File: src/rtl/codec_stream_reader.sv
// rtl/codec_stream_reader.sv - ping-pong byte buffer reader assembling PCM frames for the I2S master
module codec_stream_reader #(
    parameter int BUFFER_ADDR_BITS  = 9,
    parameter int RAM_WAIT_STATES   = 1,
    parameter int DATA_BITS         = 24,
    parameter int UNDERRUN_CNT_BITS = 16
) (
    input  logic                         clk,
    input  logic                         rst,
    input  logic                         cfg_stereo_i,
    input  logic                         cfg_16bit_i,
    input  logic                         pause_i,
    output logic                         buff_sel_o,
    output logic [BUFFER_ADDR_BITS-1:0]  buff_addr_o,
    input  logic [7:0]                   buff_data_i,
    input  logic                         buff_filled_i,
    output logic                         buff_empty_o,
    input  logic                         buff_empty_ack_i,
    output logic [DATA_BITS-1:0]         frame_l_o,
    output logic [DATA_BITS-1:0]         frame_r_o,
    output logic                         frame_valid_o,
    input  logic                         frame_ready_i,
    output logic                         underrun_o,
    output logic [UNDERRUN_CNT_BITS-1:0] underrun_cnt_o
);
    typedef enum logic [1:0] {S_WAIT_FILL, S_READ, S_EMIT, S_PAUSE} state_t;

    localparam logic [2:0] WAIT_MAX = 3'(RAM_WAIT_STATES);
    localparam int SHIFT16 = DATA_BITS - 16;
    localparam int SHIFT8  = DATA_BITS - 8;

    state_t                         state_q, state_d;
    logic                           sel_q, sel_d;
    logic [BUFFER_ADDR_BITS-1:0]    addr_q, addr_d;
    logic                           empty_q, empty_d;
    logic [DATA_BITS-1:0]           frame_l_q, frame_l_d, frame_r_q, frame_r_d;
    logic                           valid_q, valid_d;
    logic                           underrun_q, underrun_d;
    logic [UNDERRUN_CNT_BITS-1:0]   cnt_q, cnt_d;
    logic [1:0]                     byte_idx_q, byte_idx_d;
    logic [2:0]                     wait_q, wait_d;
    logic                           ended_q, ended_d;
    logic                           stereo_q, stereo_d, b16_q, b16_d;
    logic [7:0]                     byte0_q, byte0_d, byte1_q, byte1_d, byte2_q, byte2_d;
    logic                           swap;
    logic [1:0]                     last_idx;

    function automatic logic [DATA_BITS-1:0] conv8(input logic [7:0] b);
        return DATA_BITS'({~b[7], b[6:0]}) << SHIFT8;
    endfunction

    function automatic logic [DATA_BITS-1:0] conv16(input logic [7:0] hi, input logic [7:0] lo);
        return DATA_BITS'({hi, lo}) << SHIFT16;
    endfunction

    // Index of the final byte in a frame: 3, 1, 1 or 0.
    assign last_idx = {stereo_q & b16_q, stereo_q | b16_q};

    always_comb begin
        state_d    = state_q;
        sel_d      = sel_q;
        addr_d     = addr_q;
        empty_d    = empty_q;
        frame_l_d  = frame_l_q;
        frame_r_d  = frame_r_q;
        valid_d    = valid_q;
        underrun_d = 1'b0;
        cnt_d      = cnt_q;
        byte_idx_d = byte_idx_q;
        wait_d     = wait_q;
        ended_d    = ended_q;
        stereo_d   = stereo_q;
        b16_d      = b16_q;
        byte0_d    = byte0_q;
        byte1_d    = byte1_q;
        byte2_d    = byte2_q;
        swap       = 1'b0;

        case (state_q)
            S_WAIT_FILL: begin
                if (buff_filled_i) begin
                    swap     = 1'b1;
                    stereo_d = cfg_stereo_i;
                    b16_d    = cfg_16bit_i;
                    state_d  = S_READ;
                end
            end
            S_READ: begin
                if (wait_q == WAIT_MAX) begin
                    wait_d = 3'd0;
                    case (byte_idx_q)
                        2'd0:    byte0_d = buff_data_i;
                        2'd1:    byte1_d = buff_data_i;
                        2'd2:    byte2_d = buff_data_i;
                        default: ;
                    endcase
                    if (addr_q == {BUFFER_ADDR_BITS{1'b1}}) begin
                        ended_d = 1'b1;
                    end else begin
                        addr_d = addr_q + BUFFER_ADDR_BITS'(1);
                    end
                    if (byte_idx_q == last_idx) begin
                        byte_idx_d = 2'd0;
                        valid_d    = 1'b1;
                        state_d    = S_EMIT;
                        // Final byte comes straight from the RAM port; earlier ones from capture regs.
                        case ({stereo_q, b16_q})
                            2'b11: begin
                                frame_l_d = conv16(byte1_q, byte0_q);
                                frame_r_d = conv16(buff_data_i, byte2_q);
                            end
                            2'b10: begin
                                frame_l_d = conv8(byte0_q);
                                frame_r_d = conv8(buff_data_i);
                            end
                            2'b01: begin
                                frame_l_d = conv16(buff_data_i, byte0_q);
                                frame_r_d = conv16(buff_data_i, byte0_q);
                            end
                            default: begin
                                frame_l_d = conv8(buff_data_i);
                                frame_r_d = conv8(buff_data_i);
                            end
                        endcase
                    end else begin
                        byte_idx_d = byte_idx_q + 2'd1;
                    end
                end else begin
                    wait_d = wait_q + 3'd1;
                end
            end
            S_EMIT: begin
                if (valid_q && frame_ready_i) begin
                    valid_d = 1'b0;
                    if (ended_q && buff_filled_i) begin
                        swap    = 1'b1;
                        state_d = pause_i ? S_PAUSE : S_READ;
                    end else if (ended_q) begin
                        underrun_d = 1'b1;
                        if (cnt_q != {UNDERRUN_CNT_BITS{1'b1}}) begin
                            cnt_d = cnt_q + UNDERRUN_CNT_BITS'(1);
                        end
                        state_d = S_WAIT_FILL;
                    end else begin
                        state_d = pause_i ? S_PAUSE : S_READ;
                    end
                end
            end
            S_PAUSE: begin
                if (!pause_i) begin
                    state_d = S_READ;
                end
            end
            default: state_d = S_WAIT_FILL;
        endcase

        if (buff_empty_ack_i) begin
            empty_d = 1'b0;
        end
        // A swap in the same cycle as an ack must leave the new buffer flagged empty.
        if (swap) begin
            sel_d      = ~sel_q;
            addr_d     = '0;
            empty_d    = 1'b1;
            byte_idx_d = 2'd0;
            wait_d     = 3'd0;
            ended_d    = 1'b0;
        end
    end

    always_ff @(posedge clk or posedge rst) begin
        if (rst) begin
            state_q    <= S_WAIT_FILL;
            sel_q      <= 1'b0;
            addr_q     <= '0;
            empty_q    <= 1'b1;
            frame_l_q  <= '0;
            frame_r_q  <= '0;
            valid_q    <= 1'b0;
            underrun_q <= 1'b0;
            cnt_q      <= '0;
            byte_idx_q <= 2'd0;
            wait_q     <= 3'd0;
            ended_q    <= 1'b0;
            stereo_q   <= 1'b0;
            b16_q      <= 1'b0;
            byte0_q    <= 8'd0;
            byte1_q    <= 8'd0;
            byte2_q    <= 8'd0;
        end else begin
            state_q    <= state_d;
            sel_q      <= sel_d;
            addr_q     <= addr_d;
            empty_q    <= empty_d;
            frame_l_q  <= frame_l_d;
            frame_r_q  <= frame_r_d;
            valid_q    <= valid_d;
            underrun_q <= underrun_d;
            cnt_q      <= cnt_d;
            byte_idx_q <= byte_idx_d;
            wait_q     <= wait_d;
            ended_q    <= ended_d;
            stereo_q   <= stereo_d;
            b16_q      <= b16_d;
            byte0_q    <= byte0_d;
            byte1_q    <= byte1_d;
            byte2_q    <= byte2_d;
        end
    end

    assign buff_sel_o     = sel_q;
    assign buff_addr_o    = addr_q;
    assign buff_empty_o   = empty_q;
    assign frame_l_o      = frame_l_q;
    assign frame_r_o      = frame_r_q;
    assign frame_valid_o  = valid_q;
    assign underrun_o     = underrun_q;
    assign underrun_cnt_o = cnt_q;
endmodule
File: config.mk
export PLATFORM = sky130hd
export DESIGN_NAME = codec_stream_reader
export DESIGN_NICKNAME = d
export VERILOG_FILES = /design/src/rtl/codec_stream_reader.sv
export SDC_FILE = /design/constraint.sdc
export NUM_CORES = 1
export LEC_CHECK = 0
export BUFFER_PORTS_ARGS = -buffer_cell sky130_fd_sc_hd__buf_2
export CORE_AREA = 5 5 104 97
export DETAILED_ROUTE_END_ITERATION = 10
export DIE_AREA = 0 0 109 102
export PLACE_DENSITY = 0.77
export RECOVER_POWER = 100
export SYNTH_ARGS = -nofsm -noshare
export SYNTH_HDL_FRONTEND = slang
export SYNTH_SLANG_ARGS = --single-unit
File: constraint.sdc
create_clock -name clk -period 3.8 [get_ports clk]
set_clock_uncertainty 0.2 [all_clocks]
set_input_delay 0.19 -clock clk [delete_from_list [all_inputs] [get_ports clk]]
set_output_delay 0.19 -clock clk [all_outputs]
set_load 0.01 [all_outputs]
== Yosys cells after proc, flatten, opt, wreduce, memory -nomap -nowiden ==
Index checks and enable logic that the tools add are counted.

* Add/subtract/negate cells: 4
* Eq/ne operators: 18
* Multiplexer cells: 40
* Bitwise gates (word level): 6
* Reduce and logical (&&, ||, !) cells: 20

{| class="wikitable"
|+ Operator list
! cell !! count
|-
| $pmux 24 s3 || 1
|-
| $pmux 24 s2 || 1
|-
| $mux 9 || 4
|-
| $mux 2 || 12
|-
| $reduce_and 3->1 || 6
|-
| $add 16x1->16 const B || 1
|-
| $mux 1 || 16
|-
| $ne 16x16->1 const B || 1
|-
| $ne 2x2->1 const B || 6
|-
| $eq 2x2->1 const B || 5
|-
| $reduce_and 5->1 || 2
|-
| $reduce_bool 2->1 || 5
|-
| $add 9x1->9 const B || 1
|-
| $eq 9x9->1 const B || 1
|-
| $mux 3 || 3
|-
| $pmux 2 s4 || 1
|-
| $eq 2x1->1 const B || 3
|-
| $logic_not 2->1 || 2
|-
| $not 1->1 || 4
|-
| $pmux 1 s2 || 2
|-
| $reduce_and 2->1 || 2
|-
| $reduce_and 4->1 || 1
|-
| $add 3x1->3 const B || 1
|-
| $eq 3x1->1 const B || 1
|-
| 5 further kinds || 6
|}

* Register bits: 111
* Input port bits: 16
* Output and inout port bits: 77
* Logic and storage cells: 105

== Longest topological paths before layout ==
* Depth in word-level cells: 6
* Depth in mapped cells: 8

== Worst setup path before layout ==
OpenSTA, ideal clock, no wires.

* Kind: register -> register
* Start point: register state_q[1]
* End point: register frame_l_q[18] (netlist: frame_l_o[18])
* Library setup time: 0.125 ns
* Arrival time: 1.724 ns
* Path slack: 1.751 ns
* Stages on the path, launching flop included: 9
* Path buffers: 2
* Clock period less this slack: 2.049 ns
* Cells stage by stage: dfrtp_1 inv_1 ha_1 buf_2 nand2_1 nor3_4 nand2_4 buf_12 mux2_4

* Longest elaborated chain between the ends: 2

{| class="wikitable"
|+ RTL lines
! element !! RTL line !! source
|-
| from (decl) || 32 || <nowiki>state_t state_q, state_d;</nowiki>
|-
| from (signal assigned) || 191 || <nowiki>state_q <= state_d;</nowiki>
|-
| $eq 2x1->1 || 79 || <nowiki>case (state_q)</nowiki>
|-
| $reduce_and 3->1 (no line) || n/a ||
|-
| to (signal assigned) || 195 || <nowiki>frame_l_q <= frame_l_d;</nowiki>
|-
| to (decl) || 36 || <nowiki>logic [DATA_BITS-1:0] frame_l_q, frame_l_d, frame_r_q, frame_r_d;</nowiki>
|}

Every way passes these cells.
A chain may end at the register's enable or synchronous reset.

== Worst setup path after layout ==
* Start point: register stereo_q
* End point: register byte_idx_q[1]

* Longest elaborated chain between the ends: 6
* Elaborated cells between the ends (all ways): 7
* Classes of those cells: eq/ne (1); mux (4); bitwise (2)

{| class="wikitable"
|+ RTL lines
! element !! RTL line !! source
|-
| from (decl) || 43 || <nowiki>logic stereo_q, stereo_d, b16_q, b16_d;</nowiki>
|-
| from (signal assigned) || 203 || <nowiki>stereo_q <= stereo_d;</nowiki>
|-
| $or 1x1->1 or $and 1x1->1 (tied branches) || 57 || <nowiki>assign last_idx = {stereo_q & b16_q, stereo_q | b16_q};</nowiki>
|-
| $eq 2x2->1 (*) || 102 || <nowiki>if (byte_idx_q == last_idx) begin</nowiki>
|-
| $mux 2 (*) || 102 ||
|-
| $mux 2 (*) || 89 || <nowiki>if (wait_q == WAIT_MAX) begin</nowiki>
|-
| $mux 2 (*) || 79 ||
|-
| $mux 2 (*) || 161 || <nowiki>if (swap) begin</nowiki>
|-
| to (signal assigned) || 200 || <nowiki>byte_idx_q <= byte_idx_d;</nowiki>
|-
| to (decl) || 40 || <nowiki>logic [1:0] byte_idx_q, byte_idx_d;</nowiki>
|}

Mark *: on every way between the ends. The rest lies on a longest branch, timed or not. The select of a mux whose other input is x is not followed.

==> flow_summary.toml <==
[cells_and_area]
regArea_mm2 = 0.00238
fin_util_pct = 60.0
num-nets-final = 527
multi_input_area_mm2 = 0.00207
area_growth_pct = 12.3
n_antenna_cell = 0
fillCellCount = 805
layout-drive-gt1-share_pct = 15.8

[worst_setup_path]
cp-endpoint = "byte_idx_q[1]$_DFFE_PP0P_"
reg2reg_from = "stereo_q$_DFFE_PP0P_"
worstSetupPathType = "register to register"
path_max_fanout = 28
r2r_setup_slack_ps = 980
critPathLaunch = "stereo_q$_DFFE_PP0P_"
max_stage_delay_ps = 1050
timing.rr.end = "byte_idx_q[1]$_DFFE_PP0P_"
crit_chain = "xnor2_1, a211oi_1, buf_4, nand3_1, a21oi_1"
cp.required_ps = 3880
ff2ff_path_depth = 5
timing.critical_path.slowest_stage_cell = "dfrtp_1"
cp.arrival_ps = 2900
critPathCaptureType = "register"
start_kind = "register"

[min_path]
min-delay-start = "pause_i"
hold_path_class = "primary input to register"

[cts]
post_cts_resized = 0
hold_buffers = 14
clkTransAtPathRegs_ps = 80
clk_latency_ps = 370
cts_sinks = 95
cts_buffers = 9
cts_tree = "yes"
clockRootBuffer = "clkbuf_8"
postCtsSetupBuffers = 0
htreeDepth = 3
cts_buffer_depth = 2

[global_route]
grt_usage_pct = 18.5
grt_pass1_wl_mm = 16.3
grt_max_degree = 72
grt_pass1_vias = 3429
antenna_found_initial = 0
grt_overflow = 0

[pwr]
p_sw_mw = 1.42
peakVddDrop_uv = 430
finalPower_mw = 3.84
seqPwrFrac_pct = 44.0
combPwrFrac_pct = 36.5
p_clk_share_pct = 19.5
p_sw_share_pct = 37.1
p_int_mw = 2.42
cellLeakagePower_nw = 2.32
powerDensity_mw_per_mm2 = 721

[synthesis]
synth_simple_gate_area_share_pct = 13.9
ys_seq_area_share_pct = 50.1
synth_seq_cells = 95
avgSynthCellArea_um2 = 11.4
muxShareOfSynthArea_pct = 15.5
yosysWarnings = 0
synth_cells = 416
synth_top_family_by_area = "multiplexers"
synth_xor_area_share_pct = 3.88
synthAdderAreaFrac_pct = 2.64
synth_compound_area_share_pct = 8.25
ys_types = 51
netlist_area_mm2 = 0.00474

[drt]
first_pass_iters = 4
maxUsedRoutingLayer = "met4"
route.met2.wl_mm = 4.83
ant_nets = 0
wl_mm = 9.57
drc = 0
route.vias.total = 3376
via_per_inst = 5.38
wl_per_cell_um = 15.2
wl_met1_mm = 4.07
dr_wl_met3_um = 526
drt_iter0_drc = 205

[timing]
worst_pin_slew_ps = 1370
slew_headroom_pct = 8.23
timing.final.ws_setup_ps = 975
max_freq_mhz = 354
finalHoldViolCount = 0
fin_setup_tns_ps = 0
min_period_over_period_pct = 74.3
post-route-min-period_ps = 2820
setup_viol = 0
grt_setup_unrepaired = "no"
report.final.slew_viol_count = 0

[floorplan]
chipWidth_um = 109
die_area_mm2 = 0.0111
ios = 93
dieHeight_um = 102
floorplan.initialDensity_pct = 53.4
fp.coreArea_mm2 = 0.00888
num_rows = 33

[place]
gp_congestion = 0.832
portBuffers = 76
dpl_worst_slack_ps = 1060
dp_hpwl_mm = 6.66

[run_status]
outcome = "finished, final reports clean"

[run]
max_cap_violations = 0
## cells in the mapped netlist, drive strengths merged
master   instances  area share, %
a211oi           1           0.16
a21oi           19            2.0
and3             4           0.53
nand2b           2           0.26
a21boi           2           0.40
and4             3           0.55
o31ai            1           0.16
mux2            54             14
nand4b           2           0.37
xor2             4           0.74
clkbuf           9           0.74
nand4            9            1.5
inv              7           0.55
nor2            23            1.8
buf             26            4.3
dfrtp           94             50
a31oi            5           0.66
nor3b            1           0.16
o211ai           1           0.16
a211o            1           0.18
and2             5           0.66
a21o             1           0.16
xnor2           17            3.1
a41o             1           0.21
conb             1          0.079
nor4             8            1.7
o21ai           38            4.0
a22oi            1           0.16
nand3           11            1.2
dfstp            1           0.55
nor3             6           0.98
and4bb           1           0.26
or3b             1           0.18
mux2i            8            1.7
ha              10            2.6
nor2b            1           0.13
nand4bb          1           0.24
nor4b            1           0.32
nand2           35            3.1
## how the worst min path moves through the flow
stage / to / cells past startpoint
5_1_grt: state_q[1]$_DFFE_PP0P_ / 4
2_1_floorplan: underrun_o$_DFF_PP0_ / 1
6_report: state_q[1]$_DFFE_PP0P_ / 4
3_3_place_gp: frame_l_o[16]$_DFFE_PP0P_ / 2
3_5_place_dp: frame_l_o[17]$_DFFE_PP0P_ / 2
4_1_cts: state_q[1]$_DFFE_PP0P_ / 4
## stage by stage
stage | instances | hold WS, ps | area (µm²)
3_5_place_dp | 598 | 237 | 5130
6_report | 628 | 111 | 5330
5_1_grt | 628 | 117 | 5330
4_1_cts | 628 | 99.0 | 5500
2_1_floorplan | 431 | 97.7 | 4800
3_3_place_gp | 598 | 233 | 5130
## worst max-delay path, delay by kind of cell, from the launching register on
| family | cells | cell delay (ps) |
|---|---|---|
| flip-flops | 1 | 1050 |
| XOR/XNOR | 1 | 220 |
| buffers and inverters | 1 | 330 |
| AND/OR/NAND/NOR | 1 | 100 |
| AO/OA/AOI/OAI | 2 | 850 |
## flip-flops by register name, summed over array words and instances, names as in the netlist, 2 cells and up
name and flops:
byte_idx_q 2, wait_q 3, byte1_q 8, buff_addr_o 9, frame_r_o 16, byte2_q 8, state_q 2, byte0_q 8
frame_l_o 16, underrun_cnt_o 16
## final cells by class
cell class	instances	area share, %
Clock buffer	10	2.58
Sequential cell	95	44.7
Timing Repair Buffer	94	8.83
Multi-Input combinational cell	294	38.8
Tap cell	122	2.87
Inverter	7	0.540
Clock inverter	6	1.74
## power by group through the flow
stage | Combinational, mW | Sequential (mW) | Clock (mW)
after floorplan | 1.13 | 1.69 | 0
after global placement | 1.49 | 1.69 | 0
after detailed placement | 1.54 | 1.70 | 0
after CTS | 1.56 | 1.69 | 0.766
after global routing | 1.57 | 1.75 | 0.806
final | 1.40 | 1.69 | 0.747
## layout by cell type (no fill, tap or decap), drive strengths merged, types with 2 or more instances in the layout
cell and instances:
o21ai 38, and4 3, nor4 8, dlygate4sd3 14, buf 18, nand4b 2, nand2b 2, dfrtp 94
inv 8, nor3 6, and3 4, ha 10, a31oi 5, a21boi 2, conb 16, a21oi 19
mux2i 8, mux2 54, and2 5, nand3 11, nor2 23, bufinv 2, xnor2 17, clkbuf 72
nand4 9, nand2 35, clkinvlp 2, xor2 4
## metal layers
metal / vias to the layer above / track usage (%)
li1: 1607 / -
met1: 1672 / 22.9
met2: 84 / 31.9
met3: 13 / 5.43
met4: 0 / 4.66
met5: - / 0
## logic make-up (layout without fill, tap and decap cells)
kind of cell,count (synthesis),after routing
xor gates and xnor gates,21,21
buffers and inverters,42,117
and+or+nand+nor,114,114
DFF,95,95
muxes,62,62
adders and majority gates,10,10
other,1,16
AOI/OAI and AO/OA,71,71
No activity file was read; power rests on OpenSTA's default activity.
